<file path="src/rtl/sa_wb_pkg.sv">
// Shared types and helpers for the systolic-array write-back stage.
// Lane select assumes DIM <= WB_LANE_MAX.
package sa_wb_pkg;

  localparam int WB_ADDR_W   = 10;
  localparam int WB_DATA_W   = 16;
  localparam int WB_LANE_MAX = 32;

  typedef struct packed {
    logic [WB_ADDR_W-1:0] addr;
    logic [WB_DATA_W-1:0] data;
  } wb_entry_t;

  typedef enum logic {
    WB_HMODE = 1'b0,
    WB_VMODE = 1'b1
  } wb_mode_e;

  function automatic logic [4:0] wb_lane_sel(
    input logic [WB_LANE_MAX-1:0] en
  );
    wb_lane_sel = '0;
    for (int k = WB_LANE_MAX - 1; k >= 0; k--) begin
      if (en[k]) wb_lane_sel = 5'(k);
    end
  endfunction

endpackage

</file>
<file path="src/rtl/sa_wb_fifo.sv">
// Per-channel entry FIFO; push and pop may coincide, even when full.
// DEPTH must be a power of two, >= 2.
module sa_wb_fifo
  import sa_wb_pkg::*;
#(
  parameter int  DEPTH   = 4,
  parameter type entry_t = wb_entry_t
) (
  input  logic   clk,
  input  logic   resetn,
  input  logic   push_i,
  input  entry_t din_i,
  input  logic   pop_i,
  output entry_t dout_o,
  output logic   full_o,
  output logic   empty_o
);

  localparam int AW = $clog2(DEPTH);

  entry_t        mem_q [DEPTH];
  logic [AW-1:0] wp_q;
  logic [AW-1:0] rp_q;
  logic [AW:0]   cnt_q;
  logic          do_push;
  logic          do_pop;

  assign full_o  = (cnt_q == (AW+1)'(DEPTH));
  assign empty_o = (cnt_q == '0);
  assign do_pop  = pop_i && !empty_o;
  // A pop frees the slot the push needs in the same cycle.
  assign do_push = push_i && (!full_o || do_pop);
  assign dout_o  = mem_q[rp_q];

  always_ff @(posedge clk or negedge resetn) begin
    if (!resetn) begin
      wp_q  <= '0;
      rp_q  <= '0;
      cnt_q <= '0;
    end else begin
      if (do_push) wp_q <= wp_q + 1'b1;
      if (do_pop)  rp_q <= rp_q + 1'b1;
      case ({do_push, do_pop})
        2'b10:   cnt_q <= cnt_q + 1'b1;
        2'b01:   cnt_q <= cnt_q - 1'b1;
        default: cnt_q <= cnt_q;
      endcase
    end
  end

  always_ff @(posedge clk) begin
    if (do_push) mem_q[wp_q] <= din_i;
  end

endmodule

</file>
<file path="src/rtl/sa_writeback_ctrl.sv">
// Write-back stage: per-SA address generation, FIFOs, round-robin SRAM port.
// Optional perf counters: define SA_WB_PERF_CNT_EN. Requires SA_NUM >= 2.
module sa_writeback_ctrl
  import sa_wb_pkg::*;
#(
  parameter int SA_NUM     = 4,
  parameter int DIM        = 4,
  parameter int DATA_W     = 16,
  parameter int ADDR_W     = 10,
  parameter int FIFO_DEPTH = 4
) (
  input  logic                          clk,
  input  logic                          resetn,
  input  logic                          cfg_set,
  input  logic                          cfg_vmode,
  input  logic [$clog2(SA_NUM):0]       cfg_sa_num,
  input  logic [ADDR_W-1:0]             cfg_base_addr,
  input  logic [SA_NUM*DIM-1:0]         pool_rd_en,
  input  logic [SA_NUM*DIM*DATA_W-1:0]  pool_data,
  output logic                          wr_valid,
  input  logic                          wr_ready,
  output logic [ADDR_W-1:0]             wr_addr,
  output logic [DATA_W-1:0]             wr_data,
  output logic [$clog2(SA_NUM)-1:0]     wr_src,
  output logic [SA_NUM-1:0]             ovf_flag,
  output logic                          busy,
  output logic [31:0]                   stall_cnt,
  output logic [15:0]                   drop_cnt
);

  localparam int SW = $clog2(SA_NUM);
  localparam int CW = SW + 1;

  typedef struct packed {
    logic [ADDR_W-1:0] addr;
    logic [DATA_W-1:0] data;
  } ent_t;

  wb_mode_e          mode_q;
  logic [CW-1:0]     num_q;
  logic [ADDR_W-1:0] max_q;
  logic [ADDR_W-1:0] step;
  logic [ADDR_W-1:0] base_q [SA_NUM];
  logic [ADDR_W-1:0] base_d [SA_NUM];
  logic [ADDR_W-1:0] cnt_q  [SA_NUM];
  logic [ADDR_W-1:0] cnt_d  [SA_NUM];
  logic [4:0]        sel    [SA_NUM];
  ent_t              din    [SA_NUM];
  ent_t              dout   [SA_NUM];
  logic [SA_NUM-1:0] act;
  logic [SA_NUM-1:0] push;
  logic [SA_NUM-1:0] pop;
  logic [SA_NUM-1:0] drop;
  logic [SA_NUM-1:0] full;
  logic [SA_NUM-1:0] empty;
  logic [SA_NUM-1:0] ovf_q;
  logic [SW-1:0]     rr_q;
  logic [SW-1:0]     gnt_q;
  logic [SW-1:0]     gnt;
  logic              lock_q;
  logic              fire;

  assign step = (mode_q == WB_VMODE) ? ADDR_W'(DIM)
                                     : max_q * ADDR_W'(num_q);

  always_comb begin
    for (int i = 0; i < SA_NUM; i++) begin
      if (mode_q == WB_HMODE) act[i] = (CW'(i) < num_q);
      else                    act[i] = (num_q == CW'(i + 1));
      sel[i]      = wb_lane_sel(WB_LANE_MAX'(pool_rd_en[i*DIM +: DIM]));
      push[i]     = |pool_rd_en[i*DIM +: DIM] && act[i] && !cfg_set;
      din[i].addr = base_q[i] + cnt_q[i];
      din[i].data = pool_data[(i*DIM + int'(sel[i]))*DATA_W +: DATA_W];
    end
  end

  // Addresses advance on every accepted beat, dropped or not.
  always_comb begin
    for (int i = 0; i < SA_NUM; i++) begin
      base_d[i] = base_q[i];
      cnt_d[i]  = cnt_q[i];
      if (cfg_set) begin
        cnt_d[i] = '0;
        if (!cfg_vmode)
          base_d[i] = cfg_base_addr
                    + ADDR_W'(i * int'(cfg_sa_num) * DIM);
        else if (cfg_sa_num == CW'(i + 1))
          base_d[i] = cfg_base_addr;
      end else if (push[i]) begin
        if (max_q != '0 && (cnt_q[i] + 1'b1) == max_q) begin
          cnt_d[i]  = '0;
          base_d[i] = base_q[i] + step;
        end else begin
          cnt_d[i] = cnt_q[i] + 1'b1;
        end
      end
    end
  end

  // A stalled grant stays locked until the SRAM accepts it.
  always_comb begin
    gnt = rr_q;
    if (lock_q) begin
      gnt = gnt_q;
    end else begin
      for (int k = SA_NUM - 1; k >= 0; k--) begin
        if (!empty[(int'(rr_q) + k) % SA_NUM])
          gnt = SW'((int'(rr_q) + k) % SA_NUM);
      end
    end
  end

  assign wr_valid = !empty[gnt];
  assign wr_addr  = dout[gnt].addr;
  assign wr_data  = dout[gnt].data;
  assign wr_src   = gnt;
  assign fire     = wr_valid && wr_ready;
  assign busy     = ~&empty;
  assign ovf_flag = ovf_q;

  always_comb begin
    for (int i = 0; i < SA_NUM; i++)
      pop[i] = fire && (gnt == SW'(i));
  end

  always_comb begin
    for (int i = 0; i < SA_NUM; i++)
      drop[i] = push[i] && full[i] && !pop[i];
  end

  for (genvar g = 0; g < SA_NUM; g++) begin : g_fifo
    sa_wb_fifo #(
      .DEPTH   (FIFO_DEPTH),
      .entry_t (ent_t)
    ) u_fifo (
      .clk     (clk),
      .resetn  (resetn),
      .push_i  (push[g]),
      .din_i   (din[g]),
      .pop_i   (pop[g]),
      .dout_o  (dout[g]),
      .full_o  (full[g]),
      .empty_o (empty[g])
    );
  end

  always_ff @(posedge clk or negedge resetn) begin
    if (!resetn) begin
      mode_q <= WB_HMODE;
      num_q  <= '0;
      max_q  <= '0;
      ovf_q  <= '0;
      rr_q   <= '0;
      gnt_q  <= '0;
      lock_q <= 1'b0;
      for (int i = 0; i < SA_NUM; i++) begin
        base_q[i] <= '0;
        cnt_q[i]  <= '0;
      end
    end else begin
      if (cfg_set) begin
        mode_q <= wb_mode_e'(cfg_vmode);
        num_q  <= cfg_sa_num;
        max_q  <= cfg_vmode ? ADDR_W'(DIM)
                            : ADDR_W'(int'(cfg_sa_num) * DIM);
        ovf_q  <= '0;
      end else begin
        ovf_q  <= ovf_q | drop;
      end
      for (int i = 0; i < SA_NUM; i++) begin
        base_q[i] <= base_d[i];
        cnt_q[i]  <= cnt_d[i];
      end
      lock_q <= wr_valid && !wr_ready;
      gnt_q  <= gnt;
      if (fire)
        rr_q <= (gnt == SW'(SA_NUM - 1)) ? '0 : gnt + 1'b1;
    end
  end

`ifdef SA_WB_PERF_CNT_EN
  logic [31:0] stall_q;
  logic [15:0] drop_q;
  logic [15:0] drop_d;

  always_comb begin
    drop_d = drop_q;
    for (int i = 0; i < SA_NUM; i++) begin
      if (drop[i] && drop_d != 16'hFFFF) drop_d = drop_d + 1'b1;
    end
  end

  always_ff @(posedge clk or negedge resetn) begin
    if (!resetn) begin
      stall_q <= '0;
      drop_q  <= '0;
    end else if (cfg_set) begin
      stall_q <= '0;
      drop_q  <= '0;
    end else begin
      if (wr_valid && !wr_ready) stall_q <= stall_q + 1'b1;
      drop_q <= drop_d;
    end
  end

  assign stall_cnt = stall_q;
  assign drop_cnt  = drop_q;
`else
  assign stall_cnt = '0;
  assign drop_cnt  = '0;
`endif

endmodule
</file>
<file path="config.mk">
export PLATFORM = sky130hd
export DESIGN_NAME = sa_writeback_ctrl
export DESIGN_NICKNAME = d
export VERILOG_FILES = /design/src/rtl/sa_wb_pkg.sv /design/src/rtl/sa_wb_fifo.sv /design/src/rtl/sa_writeback_ctrl.sv
export SDC_FILE = /design/constraint.sdc
export NUM_CORES = 1
export LEC_CHECK = 0
export ABC_AREA = 1
export CAP_MARGIN = 40
export CORE_ASPECT_RATIO = 0.75
export CORE_UTILIZATION = 40
export DETAILED_ROUTE_END_ITERATION = 12
export HOLD_SLACK_MARGIN = 0.05
export PLACE_DENSITY_LB_ADDON = 0.2
export SLEW_MARGIN = 20
export SYNTH_ARGS = -nofsm -noshare
export SYNTH_HDL_FRONTEND = slang
export SYNTH_SLANG_ARGS = --single-unit
</file>
<file path="constraint.sdc">
create_clock -name clk -period 7.6 [get_ports clk]
set_clock_uncertainty 0.15 [all_clocks]
set_input_delay 1.52 -clock clk [delete_from_list [all_inputs] [get_ports clk]]
set_output_delay 1.52 -clock clk [all_outputs]
set_load 0.1 [all_outputs]
</file>
==> impl_metrics.toml, run 1 <==
[sta]
hold_violations = 0
max_clock_freq_ghz = 0.171
finalSetupViolCount = 0
timing.hold.ws_ns = 0.347
final_number_of_max_transition_violations = 0
period_share_pct = 76.8
worst-slew-pin-transition_ns = 0.881
final.min_clock_period_ns = 5.84
timing.setup.tns_ns = 0
max-slew-margin-rel_pct = 41.1
rsz0062_at_grt = "no"

[setup_path]
cp-end-kind = "output pin"
crit_required_ns = 5.93
critPathMaxFanout = 20
arr_time_crit_path_ns = 4.17
timing.critical_path.slowest_stage_cell = "sky130_fd_sc_hd__dfrtp_1"
worst_path_most_repeated_cell = "sky130_fd_sc_hd__nand2_1"
ordered_list_of_cells_on_the_worst_path = "inv_2 > nand3_1 > nand3_1 > nand2_1 > inv_1 > nand2_1 > nand2_1 > nand3_1 > nand3_2 > nand2_2 > buf_16 > nor2_2 > buf_4 > a22oi_1 > nand2_1 > buf_4"
max_stage_delay_ns = 0.51
critPathLaunchType = "flop"
crit_type = "reg2out"

[logic_synthesis]
yosys_register_bits = 540
synthTopCellsByArea = "sky130_fd_sc_hd__edfxtp_1 45%, sky130_fd_sc_hd__dfrtp_1 11%, sky130_fd_sc_hd__nor2_1 6.4%"
netlist.area_leader.share_pct = 44.5
ys_warn_count = 0
avgSynthCellArea_um2 = 9.95
syn_inst = 2820
synthDistinctLibCells = 55
synth_area_leader_cell = "sky130_fd_sc_hd__edfxtp_1"
synth.cells.most_frequent = "477 x sky130_fd_sc_hd__nor2_1, 416 x sky130_fd_sc_hd__edfxtp_1, 328 x sky130_fd_sc_hd__nand2_1, 314 x sky130_fd_sc_hd__o21ai_0, 199 x sky130_fd_sc_hd__inv_1"
synth-edff-count = 416
sequential_element_share_of_the_synthesized_area_pct = 55.6
share_of_flip_flops_with_an_asynchronous_set_or_reset_after_synthesis_pct = 23.0
syn-cell-area_mm2 = 0.0281
synth.most_common_cell = "sky130_fd_sc_hd__nor2_1"
synthFlopType = "sky130_fd_sc_hd__edfxtp_1"

[power_and_ir_drop]
power.combinational.fraction_pct = 51.6
intPower_uw = 7160
power.leakage_uw = 0.0132
part_of_the_total_power_dissipated_in_sequential_elements_pct = 29.0
pwr_density_cell_mw_per_mm2 = 400
power_switching_share_pct = 48.1
vdd.ir_drop.worst_mv = 0.403
part_of_the_total_power_dissipated_in_the_clock_network_pct = 19.4
switching_power_uw = 6640

[floorplanning]
initial_standard_cell_utilization_of_the_core_pct = 40.7
die_height_um = 231
floorplan.io_pins = 372
placementRows = 83
die-width_um = 308
floorplan.die_area_mm2 = 0.0712
core_mm2 = 0.0690

[cts]
htreeDepth = 2
number_of_buffers_created_by_cts = 53
post_cts_resized = 0
clk_pin_slew_worst_paths_ns = 0.06
clkSinkCount = 540
cts-root-to-sink-buffers = 3
cts-hold-fix-buffers = 0
postCtsSetupBuffers = 0
clock_latency_ns = 0.62
clock_tree_from_tritoncts = "done"
cts-root-buf = "sky130_fd_sc_hd__clkbuf_16"

[detailed_routing]
drt_pre_antenna_iters = 5
final_antenna_net_count = 0
wire_per_inst_um = 20.1
route.final.wire_length_um = 83000
vias_per_cell = 5.37
detail_route.drc_violations = 0
first_drt_iteration_drcs = 1494
dr_total_vias = 22200

[outcome]
outcome = "completed"

[place]
placed_cell_area_mm2 = 0.0326
dpl.hpwl_um = 60200
placement.io_buffers = 323
place_congestion = 0.896

[worst_hold_path]
hold_path_class = "reg2reg"

[grt]
global_route_total_overflow = 0
global_route.peak_usage_layer = "met2"
grt_use_total_pct = 22.9
grt_use_met2_pct = 36.9
met1_usage_pct = 32.9
via_count_of_the_first_global_routing_pass = 21300
grt_max_degree = 67
groute.layer.met3.usage_pct = 3.43
antenna_found_initial = 1
grt_pass1_wl_um = 125000

[run]
maxCapViolations = 0

[cells_and_area]
utilization_pct = 50.1
final_area_mm2 = 0.0345
area_growth_syn_to_fin_pct = 23.0
nNetsFinal = 3559
final_layout_size_suffix_gt1_share_pct = 7.84
[sequential cells by signal, indices dropped and copies added (netlist names)]
register             cells
max_q                    3
gnt_q                    2
g_fifo.u_fifo.rp_q       8
lock_q                   1
g_fifo.u_fifo.cnt_q     12
ovf_flag                 4
g_fifo.u_fifo.mem_q    416
cnt_q                   40
num_q                    3
mode_q                   1
base_q                  40
rr_q                     2
g_fifo.u_fifo.wp_q       8
[power groups by stage]
| stage | clock network, µW | logic [µW] | registers (µW) |
|---|---|---|---|
| floorplan | 0 | 4840 | 3970 |
| global placement | 0 | 6730 | 4060 |
| detailed placement | 0 | 7080 | 4060 |
| CTS | 2730 | 7100 | 4000 |
| global route | 2850 | 7620 | 4050 |
| finish | 2670 | 7130 | 4000 |
[cell families (layout without fill, tap and decap cells)]
| group | Yosys count | in the layout | synth area share, % |
|---|---|---|---|
| AOI/OAI and AO/OA | 716 | 716 | 15.5 |
| and+or+nand+nor | 950 | 950 | 13.8 |
| buffers and inverters | 390 | 712 | 5.93 |
| muxes | 1 | 1 | 0.0401 |
| other | 1 | 49 | 0.0134 |
| xor gates and xnor gates | 98 | 98 | 3.09 |
| DFF | 540 | 540 | 55.6 |
| adders and majority gates | 124 | 124 | 6.01 |
[worst max-delay path, delay by kind of cell (launching register included)]
family | cells | cell delay, ns
simple gates | 10 | 1.69
buf+inv | 5 | 1.21
flops | 1 | 0.51
compound gates | 1 | 0.13
[per-layer routing]
layer | vias to the layer above | wire (µm) | share of wire, %
li1 | 10500 | - | -
met1 | 10900 | 38500 | 46
met2 | 635 | 38500 | 46
met3 | 73 | 4960 | 6.0
met4 | 2 | 1050 | 1.3
met5 | - | 9 | 0.011
[placed cells by master, fill, tap and decap left out, types with 73 or more instances in the layout]
cell type,netlist,routed
sky130_fd_sc_hd__a21oi_1,111,110
sky130_fd_sc_hd__clkdlybuf4s50_1,0,297
sky130_fd_sc_hd__dfrtp_1,124,124
sky130_fd_sc_hd__edfxtp_1,416,416
sky130_fd_sc_hd__ha_1,106,106
sky130_fd_sc_hd__inv_1,199,199
sky130_fd_sc_hd__nand2_1,328,328
sky130_fd_sc_hd__nand3_1,80,80
sky130_fd_sc_hd__nor2_1,477,461
sky130_fd_sc_hd__o21ai_0,314,314
sky130_fd_sc_hd__o22ai_1,77,77
sky130_fd_sc_hd__xor2_1,73,73
[stage by stage]
stage	setup slack (ns)	total power (µW)	std cells
4_1_cts	1.65	13800	4113
6_report	1.76	13800	4125
3_3_place_gp	1.89	10800	3984
2_1_floorplan	2.57	8800	2867
3_5_place_dp	2.32	11100	4014
5_1_grt	1.46	14500	4124
[worst paths after layout]
path,from,endpoint,slack [ns],depth (start not counted)
worst min register to register,base_q[20]$_DFFE_PN0P_,base_q[20]$_DFFE_PN0P_,0.35,2
max in group asynchronous,resetn,g_fifo[0].u_fifo.wp_q[1]$_DFFE_PN0P_,5.60,3
worst max register to register,rr_q[0]$_DFFE_PN0N_,g_fifo[3].u_fifo.mem_q[2][18]$_DFFE_PP_,3.20,18
min in group asynchronous,resetn,cnt_q[5]$_DFFE_PN0N_,0.74,1
worst max-delay path,rr_q[0]$_DFFE_PN0N_,wr_addr[8],1.76,16
worst min-delay path,base_q[20]$_DFFE_PN0P_,base_q[20]$_DFFE_PN0P_,0.35,2
[final cells by class]
cell class / count / area (µm²)
Inverter: 212 / 796
Fill cell: 6242 / 34400
Tap cell: 935 / 1170
Multi-Input combinational cell: 1937 / 11100
Clock buffer: 67 / 1420
Timing Repair Buffer: 401 / 4100
Clock inverter: 32 / 367
Antenna cell: 1 / 2.50
Sequential cell: 540 / 15600
No activity file was read; power rests on OpenSTA's default activity.
==> inputs of run 2 (changes only) <==
- clock period: 7.6 -> 5.1 ns (I/O delays scaled with it)
==> run 2 against run 1 <==
  * Sequential cell count did not move
  * Routed wire length is 0.65% lower
  * Final cell count barely moved
  * Combinational power increased by 61%
  * Global-route usage decreased by 0.12 points
  * Sequential power rose by 48%
  * Clock-buffer cell count grew 2
  * Clock power is 43% higher
  * Sequential share of layout area increased by 0.057 points
  * Core utilization down 0.064 points
==> impl_metrics.toml, run 2 (synthesis results as in run 1) <==
[cells_and_area]
nNetsFinal = 3557
number_of_flip_flops_under_the_largest_register_name = 416
number_of_inserted_filler_cells_in_the_final_layout = 6266
largest_registers = "g_fifo.u_fifo.mem_q x416, base_q x40, cnt_q x40"
commonest_cells_after_routing_fill_and_taps_aside = "461 x sky130_fd_sc_hd__nor2_1, 416 x sky130_fd_sc_hd__edfxtp_1, 328 x sky130_fd_sc_hd__nand2_1"
final_common_cell = "sky130_fd_sc_hd__nor2_1"
regMostFlops = "g_fifo.u_fifo.mem_q"
final_layout_size_suffix_gt1_share_pct = 7.75
final_area_mm2 = 0.0345
area_growth_syn_to_fin_pct = 22.9

[detailed_routing]
drt_pre_antenna_iters = 5
route.final.wire_length_um = 82500
first_drt_iteration_drcs = 1659
detail_route.drc_violations = 0
wire_per_inst_um = 20.0
final_antenna_net_count = 0
dr_total_vias = 22100
vias_per_cell = 5.36

[setup_path]
arr_time_crit_path_ns = 3.52
crit_type = "reg2out"
crit_required_ns = 3.93
critPathMaxFanout = 8
crit-reg2reg-launch = "max_q[3]$_DFFE_PN0P_"
r2r_setup_slack_ns = 0.79
worst_r2r_path_depth = 18
worst_r2r_endpoint = "base_q[8]$_DFFE_PN0P_"
critPathLaunchType = "flop"
cp-end-kind = "output pin"

[cts]
post_cts_resized = 0
cts-hold-fix-buffers = 0
clk_pin_slew_worst_paths_ns = 0.07
cts-root-buf = "sky130_fd_sc_hd__clkbuf_16"
number_of_buffers_created_by_cts = 52
htreeDepth = 2
clock_latency_ns = 0.60
cts-root-to-sink-buffers = 3
postCtsSetupBuffers = 0
clkSinkCount = 540
clock_tree_from_tritoncts = "done"

[sta]
timing.final.ws_setup_ns = 0.414
max_clock_freq_ghz = 0.213
final_number_of_max_transition_violations = 0
worst-slew-pin-transition_ns = 0.897
max-slew-margin-rel_pct = 39.9
finalSetupViolCount = 0
timing.setup.tns_ns = 0
period_share_pct = 91.9
rsz0062_at_grt = "no"
final.min_clock_period_ns = 4.69
hold_violations = 0

[place]
preCtsSetupSlack_ns = 0.820
placed_cell_area_mm2 = 0.0327
place_congestion = 0.901
placement.io_buffers = 323
dpl.hpwl_um = 59600

[grt]
via_count_of_the_first_global_routing_pass = 21000
groute.layer.met3.usage_pct = 2.92
global_route_total_overflow = 0
grt_max_degree = 60
antenna_found_initial = 3
grt_use_total_pct = 22.7
met1_usage_pct = 33.9
grt_pass1_wl_um = 125000
grt_use_met2_pct = 35.8
global_route.peak_usage_layer = "met2"

[floorplanning]
floorplan.die_area_mm2 = 0.0712
initial_standard_cell_utilization_of_the_core_pct = 40.7
placementRows = 83
core_mm2 = 0.0690
die_height_um = 231
die-width_um = 308
floorplan.io_pins = 372

[outcome]
outcome = "completed"

[run]
maxCapViolations = 0

[power_and_ir_drop]
p_total_uw = 21300
vdd.ir_drop.worst_mv = 0.637
power.leakage_uw = 0.0132
pwr_density_cell_mw_per_mm2 = 617

[worst_hold_path]
hold_path_class = "in2async"
==> run 2: changes by cell type in the layout (fill, tap and decap cells not counted), sizes merged <==
| cell | change |
|---|---|
| bufinv | -2 |
| inv | -1 |
| buf | +6 |
| clkinv | +4 |
| clkbuf | +1 |
| clkdlybuf4s15 | -1 |
| clkinvlp | -4 |
| clkdlybuf4s50 | -5 |
==> run 2: final cells by class <==
type | instances | area (µm²) | area share [%]
repair buffers | 400 | 4190 | 12.1
clock buffers | 69 | 1400 | 4.05
well taps | 935 | 1170 | 3.39
clock inverters | 29 | 288 | 0.835
inverters | 212 | 796 | 2.31
multi-input cells | 1937 | 11000 | 32.0
diodes | 1 | 2.50 | 0.00726
flip-flops and latches | 540 | 15600 | 45.2
==> run 2: where the power goes <==
part           internal, µW  switching (µW)
sequential             5570             361
clock                  2140            1680
combinational          3490            8020
total                 11200           10100
==> run 2: worst max-delay path, stage by stage (launching register included) <==
cell and delay, ns:
sky130_fd_sc_hd__dfrtp_1 0.54, sky130_fd_sc_hd__inv_2 0.11, sky130_fd_sc_hd__nand3_1 0.12, sky130_fd_sc_hd__nand3_1 0.14, sky130_fd_sc_hd__nand2_1 0.14, sky130_fd_sc_hd__inv_2 0.05, sky130_fd_sc_hd__nand2_1 0.08, sky130_fd_sc_hd__nand2_1 0.05
sky130_fd_sc_hd__nand2_1 0.06, sky130_fd_sc_hd__nand3_2 0.14, sky130_fd_sc_hd__nand2_2 0.25, sky130_fd_sc_hd__nor2_2 0.07, sky130_fd_sc_hd__buf_4 0.19, sky130_fd_sc_hd__a22oi_1 0.53, sky130_fd_sc_hd__nand2_1 0.22, sky130_fd_sc_hd__buf_12 0.22
==> run 2: worst max-delay path by stage <==
stage,from,endpoint,cells after the start
floorplan,rr_q[0]$_DFFE_PN0N_,g_fifo[3].u_fifo.mem_q[0][0]$_DFFE_PP_,18
global placement,g_fifo[0].u_fifo.cnt_q[1]$_DFFE_PN0P_,wr_addr[2],16
detailed placement,max_q[3]$_DFFE_PN0P_,base_q[8]$_DFFE_PN0P_,18
CTS,g_fifo[0].u_fifo.cnt_q[0]$_DFFE_PN0P_,wr_addr[5],15
global route,g_fifo[0].u_fifo.cnt_q[0]$_DFFE_PN0P_,wr_addr[5],14
finish,rr_q[0]$_DFFE_PN0N_,wr_data[14],15
==> run 2: per-stage QoR <==
stage / utilization, % / cells / hold WS, ns
final: 50.0 / 4123 / 0.167
after global routing: 50.0 / 4122 / 0.160
after CTS: 49.9 / 4115 / 0.140
after detailed placement: 47.5 / 4017 / 0.336
after global placement: 47.1 / 4000 / 0.329
after floorplan: - / 2867 / 0.309
==> run 2: layer usage <==
layer	wire, µm	vias up	share of wire, %
met4	1110	0	1.3
met3	4720	83	5.7
met1	39300	10800	48
li1	-	10500	-
met5	0	-	0
met2	37400	650	45
==> inputs of run 3 (changes only) <==
- TNS_END_PERCENT: unset -> 1
==> results of run 3 <==
Final layout, timing and power as in run 2 (identical DEF).
